File: src/rtl/frame_sequencer_if.sv
// rtl/frame_sequencer_if.sv - decoder-side handshake/field bus and committed-frame outputs of frame_sequencer
interface frame_sequencer_if;
  logic        tx_begin;
  logic        bit_strobe;
  logic [31:0] preamble;
  logic [31:0] constant;
  logic [31:0] thermostat_id;
  logic [15:0] room_temp;
  logic [15:0] set_temp;
  logic [7:0]  state;

  logic        decode_clr;
  logic        busy;
  logic        frame_valid;
  logic        frame_error;
  logic [1:0]  err_code;
  logic [31:0] q_id;
  logic [15:0] q_room;
  logic [15:0] q_set;
  logic [7:0]  q_state;
  logic [7:0]  frame_count;

  modport master (
    output tx_begin, bit_strobe, preamble, constant, thermostat_id, room_temp, set_temp, state,
    input  decode_clr, busy, frame_valid, frame_error, err_code,
           q_id, q_room, q_set, q_state, frame_count
  );

  modport slave (
    input  tx_begin, bit_strobe, preamble, constant, thermostat_id, room_temp, set_temp, state,
    output decode_clr, busy, frame_valid, frame_error, err_code,
           q_id, q_room, q_set, q_state, frame_count
  );
endinterface

File: src/rtl/frame_sequencer.sv
// rtl/frame_sequencer.sv - frame sequencer: clear, count strobes, validate, commit to shadow regs
// Optional inter-strobe timeout in RECEIVE enabled by defining FRAME_TIMEOUT_EN.
module frame_sequencer #(
  parameter int unsigned FRAME_BITS     = 192,
  parameter logic [31:0] EXP_PREAMBLE   = 32'hAAAA_AAAA,
  parameter logic [31:0] EXP_CONSTANT   = 32'h0000_0000,
  parameter int unsigned TIMEOUT_CYCLES = 50000
) (
  input logic             clk,
  input logic             rst_n,
  frame_sequencer_if.slave bus
);

  if (FRAME_BITS < 8 || FRAME_BITS > 255 || TIMEOUT_CYCLES < 2) begin : g_bad_param
    $error("frame_sequencer: parameter out of range");
  end

  typedef enum logic [2:0] {
    S_IDLE    = 3'd0,
    S_CLEAR   = 3'd1,
    S_RECEIVE = 3'd2,
    S_CHECK   = 3'd3,
    S_COMMIT  = 3'd4
  } state_e;

  localparam logic [7:0] LAST_BIT = 8'(FRAME_BITS - 1);

  state_e      state_q, state_d;
  logic [7:0]  bit_cnt_q, bit_cnt_d;
  logic        ev_commit, ev_restart, ev_mismatch, ev_timeout;
  logic        frame_valid_q, frame_error_q;
  logic [1:0]  err_code_q;
  logic [31:0] q_id_q;
  logic [15:0] q_room_q, q_set_q;
  logic [7:0]  q_state_q, frame_count_q;
  logic        fields_ok;

`ifdef FRAME_TIMEOUT_EN
  localparam int unsigned TO_W = (TIMEOUT_CYCLES > 2) ? $clog2(TIMEOUT_CYCLES) : 1;
  // Error is registered, so detect one cycle early to pulse on the final idle cycle.
  localparam logic [TO_W-1:0] TO_LAST = TO_W'(TIMEOUT_CYCLES - 2);
  logic [TO_W-1:0] to_cnt_q, to_cnt_d;
`endif

  assign fields_ok = (bus.preamble == EXP_PREAMBLE) && (bus.constant == EXP_CONSTANT);

  always_ff @(posedge clk or negedge rst_n) begin
    if (!rst_n) begin
      state_q   <= S_IDLE;
      bit_cnt_q <= 8'd0;
`ifdef FRAME_TIMEOUT_EN
      to_cnt_q  <= '0;
`endif
    end else begin
      state_q   <= state_d;
      bit_cnt_q <= bit_cnt_d;
`ifdef FRAME_TIMEOUT_EN
      to_cnt_q  <= to_cnt_d;
`endif
    end
  end

  always_comb begin
    state_d     = state_q;
    bit_cnt_d   = bit_cnt_q;
    ev_commit   = 1'b0;
    ev_restart  = 1'b0;
    ev_mismatch = 1'b0;
    ev_timeout  = 1'b0;
`ifdef FRAME_TIMEOUT_EN
    to_cnt_d    = to_cnt_q;
`endif
    case (state_q)
      S_IDLE: begin
        if (bus.tx_begin) state_d = S_CLEAR;
      end
      S_CLEAR: begin
        bit_cnt_d = 8'd0;
`ifdef FRAME_TIMEOUT_EN
        to_cnt_d  = '0;
`endif
        state_d   = S_RECEIVE;
      end
      S_RECEIVE: begin
        // Restart outranks both the final strobe and a timeout in the same cycle.
        if (bus.tx_begin) begin
          ev_restart = 1'b1;
          state_d    = S_CLEAR;
        end else if (bus.bit_strobe) begin
          bit_cnt_d = bit_cnt_q + 8'd1;
`ifdef FRAME_TIMEOUT_EN
          to_cnt_d  = '0;
`endif
          if (bit_cnt_q == LAST_BIT) state_d = S_CHECK;
        end
`ifdef FRAME_TIMEOUT_EN
        else if (to_cnt_q == TO_LAST) begin
          ev_timeout = 1'b1;
          state_d    = S_IDLE;
        end else begin
          to_cnt_d = to_cnt_q + 1'b1;
        end
`endif
      end
      S_CHECK: begin
        if (fields_ok) begin
          ev_commit = 1'b1;
          state_d   = S_COMMIT;
        end else begin
          ev_mismatch = 1'b1;
          state_d     = S_IDLE;
        end
      end
      S_COMMIT: state_d = S_IDLE;
      default:  state_d = S_IDLE;
    endcase
  end

  always_comb begin
    bus.decode_clr = 1'b0;
    bus.busy       = 1'b0;
    case (state_q)
      S_CLEAR:   begin bus.decode_clr = 1'b1; bus.busy = 1'b1; end
      S_RECEIVE: bus.busy = 1'b1;
      S_CHECK:   bus.busy = 1'b1;
      default:   ;
    endcase
  end

  // Shadows load on the edge into COMMIT so frame_valid and q_* are seen together.
  always_ff @(posedge clk or negedge rst_n) begin
    if (!rst_n) begin
      frame_valid_q <= 1'b0;
      frame_error_q <= 1'b0;
      err_code_q    <= 2'b00;
      q_id_q        <= 32'd0;
      q_room_q      <= 16'd0;
      q_set_q       <= 16'd0;
      q_state_q     <= 8'd0;
      frame_count_q <= 8'd0;
    end else begin
      frame_valid_q <= ev_commit;
      frame_error_q <= ev_restart | ev_mismatch | ev_timeout;
      if (ev_commit) begin
        q_id_q        <= bus.thermostat_id;
        q_room_q      <= bus.room_temp;
        q_set_q       <= bus.set_temp;
        q_state_q     <= bus.state;
        frame_count_q <= frame_count_q + 8'd1;
        err_code_q    <= 2'b00;
      end else if (ev_restart) begin
        err_code_q <= 2'b11;
      end else if (ev_mismatch) begin
        err_code_q <= 2'b10;
      end else if (ev_timeout) begin
        err_code_q <= 2'b01;
      end
    end
  end

  assign bus.frame_valid = frame_valid_q;
  assign bus.frame_error = frame_error_q;
  assign bus.err_code    = err_code_q;
  assign bus.q_id        = q_id_q;
  assign bus.q_room      = q_room_q;
  assign bus.q_set       = q_set_q;
  assign bus.q_state     = q_state_q;
  assign bus.frame_count = frame_count_q;

endmodule

File: src/flat_wrapper.sv
// flat-port wrapper written by rule: the top's interface ports become plain ports
module frame_sequencer_flat 
#(
  parameter int unsigned FRAME_BITS     = 192,
  parameter logic [31:0] EXP_PREAMBLE   = 32'hAAAA_AAAA,
  parameter logic [31:0] EXP_CONSTANT   = 32'h0000_0000,
  parameter int unsigned TIMEOUT_CYCLES = 50000
)
  (clk, rst_n, bus_tx_begin, bus_bit_strobe, bus_preamble, bus_constant, bus_thermostat_id, bus_room_temp, bus_set_temp, bus_state, bus_decode_clr, bus_busy, bus_frame_valid, bus_frame_error, bus_err_code, bus_q_id, bus_q_room, bus_q_set, bus_q_state, bus_frame_count);
  frame_sequencer_if bus_i ();
  input logic clk;
  input logic rst_n;
  input wire logic [$bits(bus_i.tx_begin)-1:0] bus_tx_begin;
  input wire logic [$bits(bus_i.bit_strobe)-1:0] bus_bit_strobe;
  input wire logic [$bits(bus_i.preamble)-1:0] bus_preamble;
  input wire logic [$bits(bus_i.constant)-1:0] bus_constant;
  input wire logic [$bits(bus_i.thermostat_id)-1:0] bus_thermostat_id;
  input wire logic [$bits(bus_i.room_temp)-1:0] bus_room_temp;
  input wire logic [$bits(bus_i.set_temp)-1:0] bus_set_temp;
  input wire logic [$bits(bus_i.state)-1:0] bus_state;
  output wire logic [$bits(bus_i.decode_clr)-1:0] bus_decode_clr;
  output wire logic [$bits(bus_i.busy)-1:0] bus_busy;
  output wire logic [$bits(bus_i.frame_valid)-1:0] bus_frame_valid;
  output wire logic [$bits(bus_i.frame_error)-1:0] bus_frame_error;
  output wire logic [$bits(bus_i.err_code)-1:0] bus_err_code;
  output wire logic [$bits(bus_i.q_id)-1:0] bus_q_id;
  output wire logic [$bits(bus_i.q_room)-1:0] bus_q_room;
  output wire logic [$bits(bus_i.q_set)-1:0] bus_q_set;
  output wire logic [$bits(bus_i.q_state)-1:0] bus_q_state;
  output wire logic [$bits(bus_i.frame_count)-1:0] bus_frame_count;
  assign bus_i.tx_begin = bus_tx_begin;
  assign bus_i.bit_strobe = bus_bit_strobe;
  assign bus_i.preamble = bus_preamble;
  assign bus_i.constant = bus_constant;
  assign bus_i.thermostat_id = bus_thermostat_id;
  assign bus_i.room_temp = bus_room_temp;
  assign bus_i.set_temp = bus_set_temp;
  assign bus_i.state = bus_state;
  assign bus_decode_clr = bus_i.decode_clr;
  assign bus_busy = bus_i.busy;
  assign bus_frame_valid = bus_i.frame_valid;
  assign bus_frame_error = bus_i.frame_error;
  assign bus_err_code = bus_i.err_code;
  assign bus_q_id = bus_i.q_id;
  assign bus_q_room = bus_i.q_room;
  assign bus_q_set = bus_i.q_set;
  assign bus_q_state = bus_i.q_state;
  assign bus_frame_count = bus_i.frame_count;
  frame_sequencer #(.FRAME_BITS(FRAME_BITS), .EXP_PREAMBLE(EXP_PREAMBLE), .EXP_CONSTANT(EXP_CONSTANT), .TIMEOUT_CYCLES(TIMEOUT_CYCLES)) u_core (.clk(clk), .rst_n(rst_n), .bus(bus_i));
endmodule
File: config.mk
export PLATFORM = sky130hd
export DESIGN_NAME = frame_sequencer_flat
export DESIGN_NICKNAME = d
export VERILOG_FILES = /design/src/rtl/frame_sequencer_if.sv /design/src/rtl/frame_sequencer.sv /design/src/flat_wrapper.sv
export SDC_FILE = /design/constraint.sdc
export NUM_CORES = 1
export LEC_CHECK = 0
export CAP_MARGIN = 20
export CORE_MARGIN = 3
export CORE_UTILIZATION = 39
export CTS_CLUSTER_SIZE = 28
export DETAILED_ROUTE_END_ITERATION = 7
export GPL_TIMING_DRIVEN = 0
export PLACE_DENSITY = 0.8
export SETUP_SLACK_MARGIN = 0.15
export SLEW_MARGIN = 10
export SYNTH_ARGS = -nofsm -noshare
export SYNTH_HDL_FRONTEND = slang
export SYNTH_SLANG_ARGS = --single-unit
File: constraint.sdc
create_clock -name clk -period 2.4 [get_ports clk]
set_input_delay 0.48 -clock clk [delete_from_list [all_inputs] [get_ports clk]]
set_output_delay 0.48 -clock clk [all_outputs]
set_load 0.05 [all_outputs]
Yosys cells after proc, flatten, opt, wreduce, memory -nomap -nowiden --
Index checks and enable logic that the tools add are counted.
Cells by class: add/subtract/negate cells 2, equality and inequality tests 10, muxes and demuxes 20, bitwise logic cells 1, reduce and logical (&&, ||, !) cells 8
Operators with widths (number):
- 32-bit == test (second input constant) | 1
- 32-bit logical NOT | 1
- 8-bit by 1-bit adder with 8-bit output (second input constant) | 2
- 8-bit 2-to-1 mux | 2
- 8-bit case mux with 2 select lines | 1
- 3-bit 2-to-1 mux | 5
- 3-bit case mux with 4 select lines | 1
- 8-bit == test (second input constant) | 1
- 1-bit 2-to-1 mux | 8
- 3-bit by 2-bit == test with 1-bit output (second input constant) | 2
- 2-bit 2-to-1 mux | 3
- 2-bit != test (second input constant) | 3
- 3-bit AND reduction | 2
- 3-bit by 1-bit == test with 1-bit output (second input constant) | 1
- 3-bit logical NOT | 1
- 3-bit by 2-bit != test with 1-bit output (second input constant) | 1
- 3-bit != test (second input constant) | 1
- 3-bit nonzero test | 1
- 3-bit OR reduction | 1
- 2-bit nonzero test | 1
- 1-bit logical AND | 1
- 1-bit bitwise OR | 1
Storage, ports and cells: register bits after elaboration 95, input bits 140, logic and storage cells 51

Longest topological paths before layout --
depth after elaboration 7, depth in mapped cells 7, depth with buffers taken out 5

Worst setup path before layout --
OpenSTA, ideal clock, no wires.
kind input-to-reg, start in bus_preamble[24], end reg u_core.frame_count_q[1] (netlist: u_core.bus.frame_count[1]), library setup time 0.125 ns, data arrival time 2.056 ns, required time 2.275 ns, setup slack 0.218 ns, stages on the path 7, path buffers 2, cells stage by stage nor4bb_1 -> nand4_1 -> nor4_4 -> nand2_2 -> buf_6 -> buf_6 -> mux2_4
On the way: cells in the longest elaborated chain, start to end 4
Ends and longest elaborated chain:
- start: declaration | line flat_wrapper.sv:15 | input wire logic [$bits(bus_i.preamble)-1:0] bus_preamble;
- 32-bit == test | line frame_sequencer.sv:45 | assign fields_ok = (bus.preamble == EXP_PREAMBLE) && (bus.constant == EXP_CONSTANT);
- 1-bit logical AND | line frame_sequencer.sv:45
- 1-bit 2-to-1 mux | line frame_sequencer.sv:106 | if (fields_ok) begin
- 1-bit 2-to-1 mux | line frame_sequencer.sv:73 | case (state_q)
- end signal: assignment | line frame_sequencer.sv:149 | frame_count_q <= frame_count_q + 8'd1;
- end: declaration | line frame_sequencer.sv:35 | logic [7:0] q_state_q, frame_count_q;
No other way between the ends. A chain may end at the register's enable or synchronous reset.

Worst setup path in the final report --
start in bus_preamble[19], end reg u_core.q_id_q[24] (netlist: u_core.bus.q_id[24])
On the way: cells in the longest elaborated chain, start to end 4
Ends and longest elaborated chain:
- 32-bit == test | line frame_sequencer.sv:45
- 1-bit logical AND | line frame_sequencer.sv:45
- 1-bit 2-to-1 mux | line frame_sequencer.sv:106
- 1-bit 2-to-1 mux | line frame_sequencer.sv:73
- end signal: assignment | line frame_sequencer.sv:145 | q_id_q <= bus.thermostat_id;
- end: declaration | line frame_sequencer.sv:33 | logic [31:0] q_id_q;
No other way between the ends.

==> key figures <==
Outcome
  • Status: finished, final reports clean

Timing
  • Peak Freq: 428 MHz
  • Least-Margin Pin Slew: 611 ps
  • Final Slew Violations: 0
  • RSZ-0062 raised after global routing: false
  • Hold Fails Final Rpt: 0
  • Final setup viols: 0
  • Slew headroom: 0.593
  • Setup Skew: 8.45 ps
  • Worst Slack Setup Final: 64.7 ps
  • Min Tclk post-route: 2340 ps
  • Final Cycle Share: 0.973

Synth
  • Syn nets: 420
  • YS warnings: 0
  • Area contributors post-synth: dfrtp_1, mux2_4, mux2_2
  • Yosys top cell by area: dfrtp_1
  • Synthesis-stage register bit count: 95
  • EDFF count, synth: 0
  • Mapped Area: 0.00421 mm²
  • Post-synth ARST share: 1.00
  • Synth top area share: 0.564
  • Commonest cells post-synth: dfrtp_1, mux2_4, nor2_1
  • Predominant post-synthesis flop cell: dfrtp_1
  • Top-count cell post-synth: dfrtp_1
  • Seq/Total Area, Yosys: 0.564
  • Yosys cell types: 32
  • Gate Count Post-Synth: 278
  • Syn Area/Cell: 15.2 µm²

Route
  • Pre-antenna DRT Iters: 4
  • Initial DRC count: 140
  • Vias: 3,413
  • DRC Markers: 0
  • Routed len/inst: 19.4 µm
  • Post-route ant nets: 0
  • Drt total wl: 13,200 µm
  • Number of vias per cell: 5.00

Critical path
  • Worst EP required: 2640 ps
  • Worst reg2reg path endpoint: u_core.bus.q_id[24]
  • Largest delay share family, worst path: simple AND/OR/NAND/NOR gates
  • R2R Setup Slk: 220 ps
  • Setup crit start kind: input port
  • Slowest-stage cell, CP: nor4bb_1
  • CP Buf/Inv Count: 4
  • Reg2Reg Depth: 8
  • Critical Path Sink Type: register
  • Critical Path Start: bus_preamble[19]
  • Crit-path max cell delay: 410 ps
  • Worst r2r src: u_core.state_q[1]
  • Critical Path AT: 2580 ps
  • Critical Path Fanout Max: 5
  • CP cell instances: dlygate4sd2_1 > nor4bb_1 > nand4_1 > nor4_4 > nand2_2 > buf_6 > clkbuf_16 > buf_12 > mux2_4
  • Critical path class: input port to register

Place
  • Placed Area: 0.00666 mm²
  • Routability Congestion: 0.780
  • Hpwl dp: 9000 µm
  • Post-Place Worst Slack: -568 ps
  • DP Cell Count: 640
  • Number of port buffers: 225

Power and ir drop
  • Power per cell area: 405 mW/mm²
  • P_leak: 3.87 nW
  • Worst VDD drop: 0.210 mV

Final layout
  • Layout Nets: 684
  • Area taken by multi-input logic gates: 0.00192 mm²
  • Fillers: 701
  • # diodes: 0
  • FF/Latch Area: 0.00238 mm²
  • Share of layout cells above drive strength 1: 0.271
  • Layout area overhead: 77.6%
  • Post-route cell area: 0.00749 mm²
  • Layout Cells excl Fill: 683

Clock tree
  • Clock Pin Slew Worst Setup and Hold Paths: 90 ps
  • H-tree depth: 3
  • Max clock buf depth: 2
  • Clk Latency, worst-skew pair: 360 ps
  • CTS tree: yes
  • Num CTS Buffers: 9
  • Clock Sinks: 95
  • Clock root buffer master: clkbuf_8

Global route
  • Vias in the first global route: 3,651
  • Grt ovf: 0
  • Met3 Use GR: 0.0628
  • Initial antenna violation count: 0
  • Busiest grt layer: met2
  • Total track usage: 0.200
  • Grt met1 use: 0.220
  • Largest net degree at the start of global routing: 53
  • First-pass GRT wire length: 18,400 µm
  • Met2 Resource Use GR: 0.367

Floorplan
  • Chip height: 110 µm
  • Initial core utilization: 0.405
  • Placement Rows: 37
  • Die X: 110 µm
  • Core area: 0.0104 mm²
  • Die area: 0.0121 mm²
  • # IOs: 226

Hold path
  • Type of the most critical hold path: input port to asynchronous set/reset pin

Run
  • Total of max-cap violations: 0
## cells by family after synthesis
family          count (synthesis)  synth area share
flops                          95             0.564
simple gates                   77             0.121
mux                            74             0.251
xor+xnor                       13            0.0270
buf+inv                        11            0.0226
compound gates                  6           0.00802
fa+ha+maj                       2           0.00594
## flip-flops by register name, summed over array words and instances (netlist names)
register	count
u_core.bus.q_set	16
u_core.bus.frame_count	8
u_core.bus.frame_valid	1
u_core.state_q	3
u_core.bus.q_room	16
u_core.bit_cnt_q	8
u_core.bus.frame_error	1
u_core.bus.err_code	2
u_core.bus.q_id	32
u_core.bus.q_state	8
## how the worst max path moves through the flow
stage | slack [ps] | cells past startpoint | end
2_1_floorplan | 220 | 7 | u_core.bus.frame_count[1]
3_3_place_gp | -2570 | 1 | u_core.bus.q_set[12]
3_5_place_dp | -570 | 8 | u_core.bus.q_set[3]
4_1_cts | 20 | 4 | bus_decode_clr
5_1_grt | 80 | 9 | u_core.bus.q_id[24]
6_report | 60 | 9 | u_core.bus.q_id[24]
## through the flow
step	TNS, ps	power (W)	hold WS (ps)	utilization
after floorplan	0	0.00175	184	-
after global placement	-285570	0.00204	463	0.637
after detailed placement	-39090	0.00206	468	0.640
after CTS	0	0.00305	114	0.695
after global routing	0	0.00316	134	0.719
final	0	0.00303	109	0.719
## final cells by class
class / count / share of cell area
Timing Repair Buffer: 253 / 0.358
Sequential cell: 95 / 0.318
Multi-Input combinational cell: 172 / 0.256
Tap cell: 136 / 0.0227
Clock buffer: 12 / 0.0207
Buffer: 10 / 0.0206
Clock inverter: 4 / 0.00384
Inverter: 1 / 0.000501
## what timing repair did
action / CTS / global route
gates cloned: 5 / 3
pin swaps: 1 / 19
endpoints found under the setup margin: 76 / 81
hold buffers: 0 / 0
buffers inserted: 16 / 3
gates resized for setup: 69 / 55
## layout by cell type (no fill, tap or decap), types with 2 or more instances in the layout
cell and n:
clkbuf_16 3, buf_2 2, nor3_1 2, clkbuf_1 2, dfrtp_1 95, dlygate4sd2_1 26, buf_6 2, mux2_2 14
nor4bb_4 6, nand2_1 2, nand3_1 5, buf_16 6, and3_1 4, clkbuf_2 2, nand2b_1 2, xnor2_1 7
a21oi_1 3, nor4_4 3, mux2_4 60, dlymetal6s2s_1 32, and4_1 4, nor4_2 6, nor4_1 2, and2_1 4
clkdlybuf4s50_1 159, nand4_1 14, clkbuf_8 11, clkinvlp_4 2, buf_4 18, clkdlybuf4s15_1 5, buf_12 7, xor2_1 6
nor4b_4 2, ha_1 2, nor2_1 14
## power breakdown
part,switching (W),total [W],internal (W)
clock network,0.000554,0.000990,0.000436
logic,0.000169,0.000408,0.000239
registers,0.0000172,0.00163,0.00162
total,0.000740,0.00303,0.00229
## routing by layer
layer,vias to the layer above,routed length (µm)
li1,1556,-
met1,1655,4650
met2,173,7090
met3,29,1150
met4,0,327
met5,-,0
No activity file was read; power rests on OpenSTA's default activity.
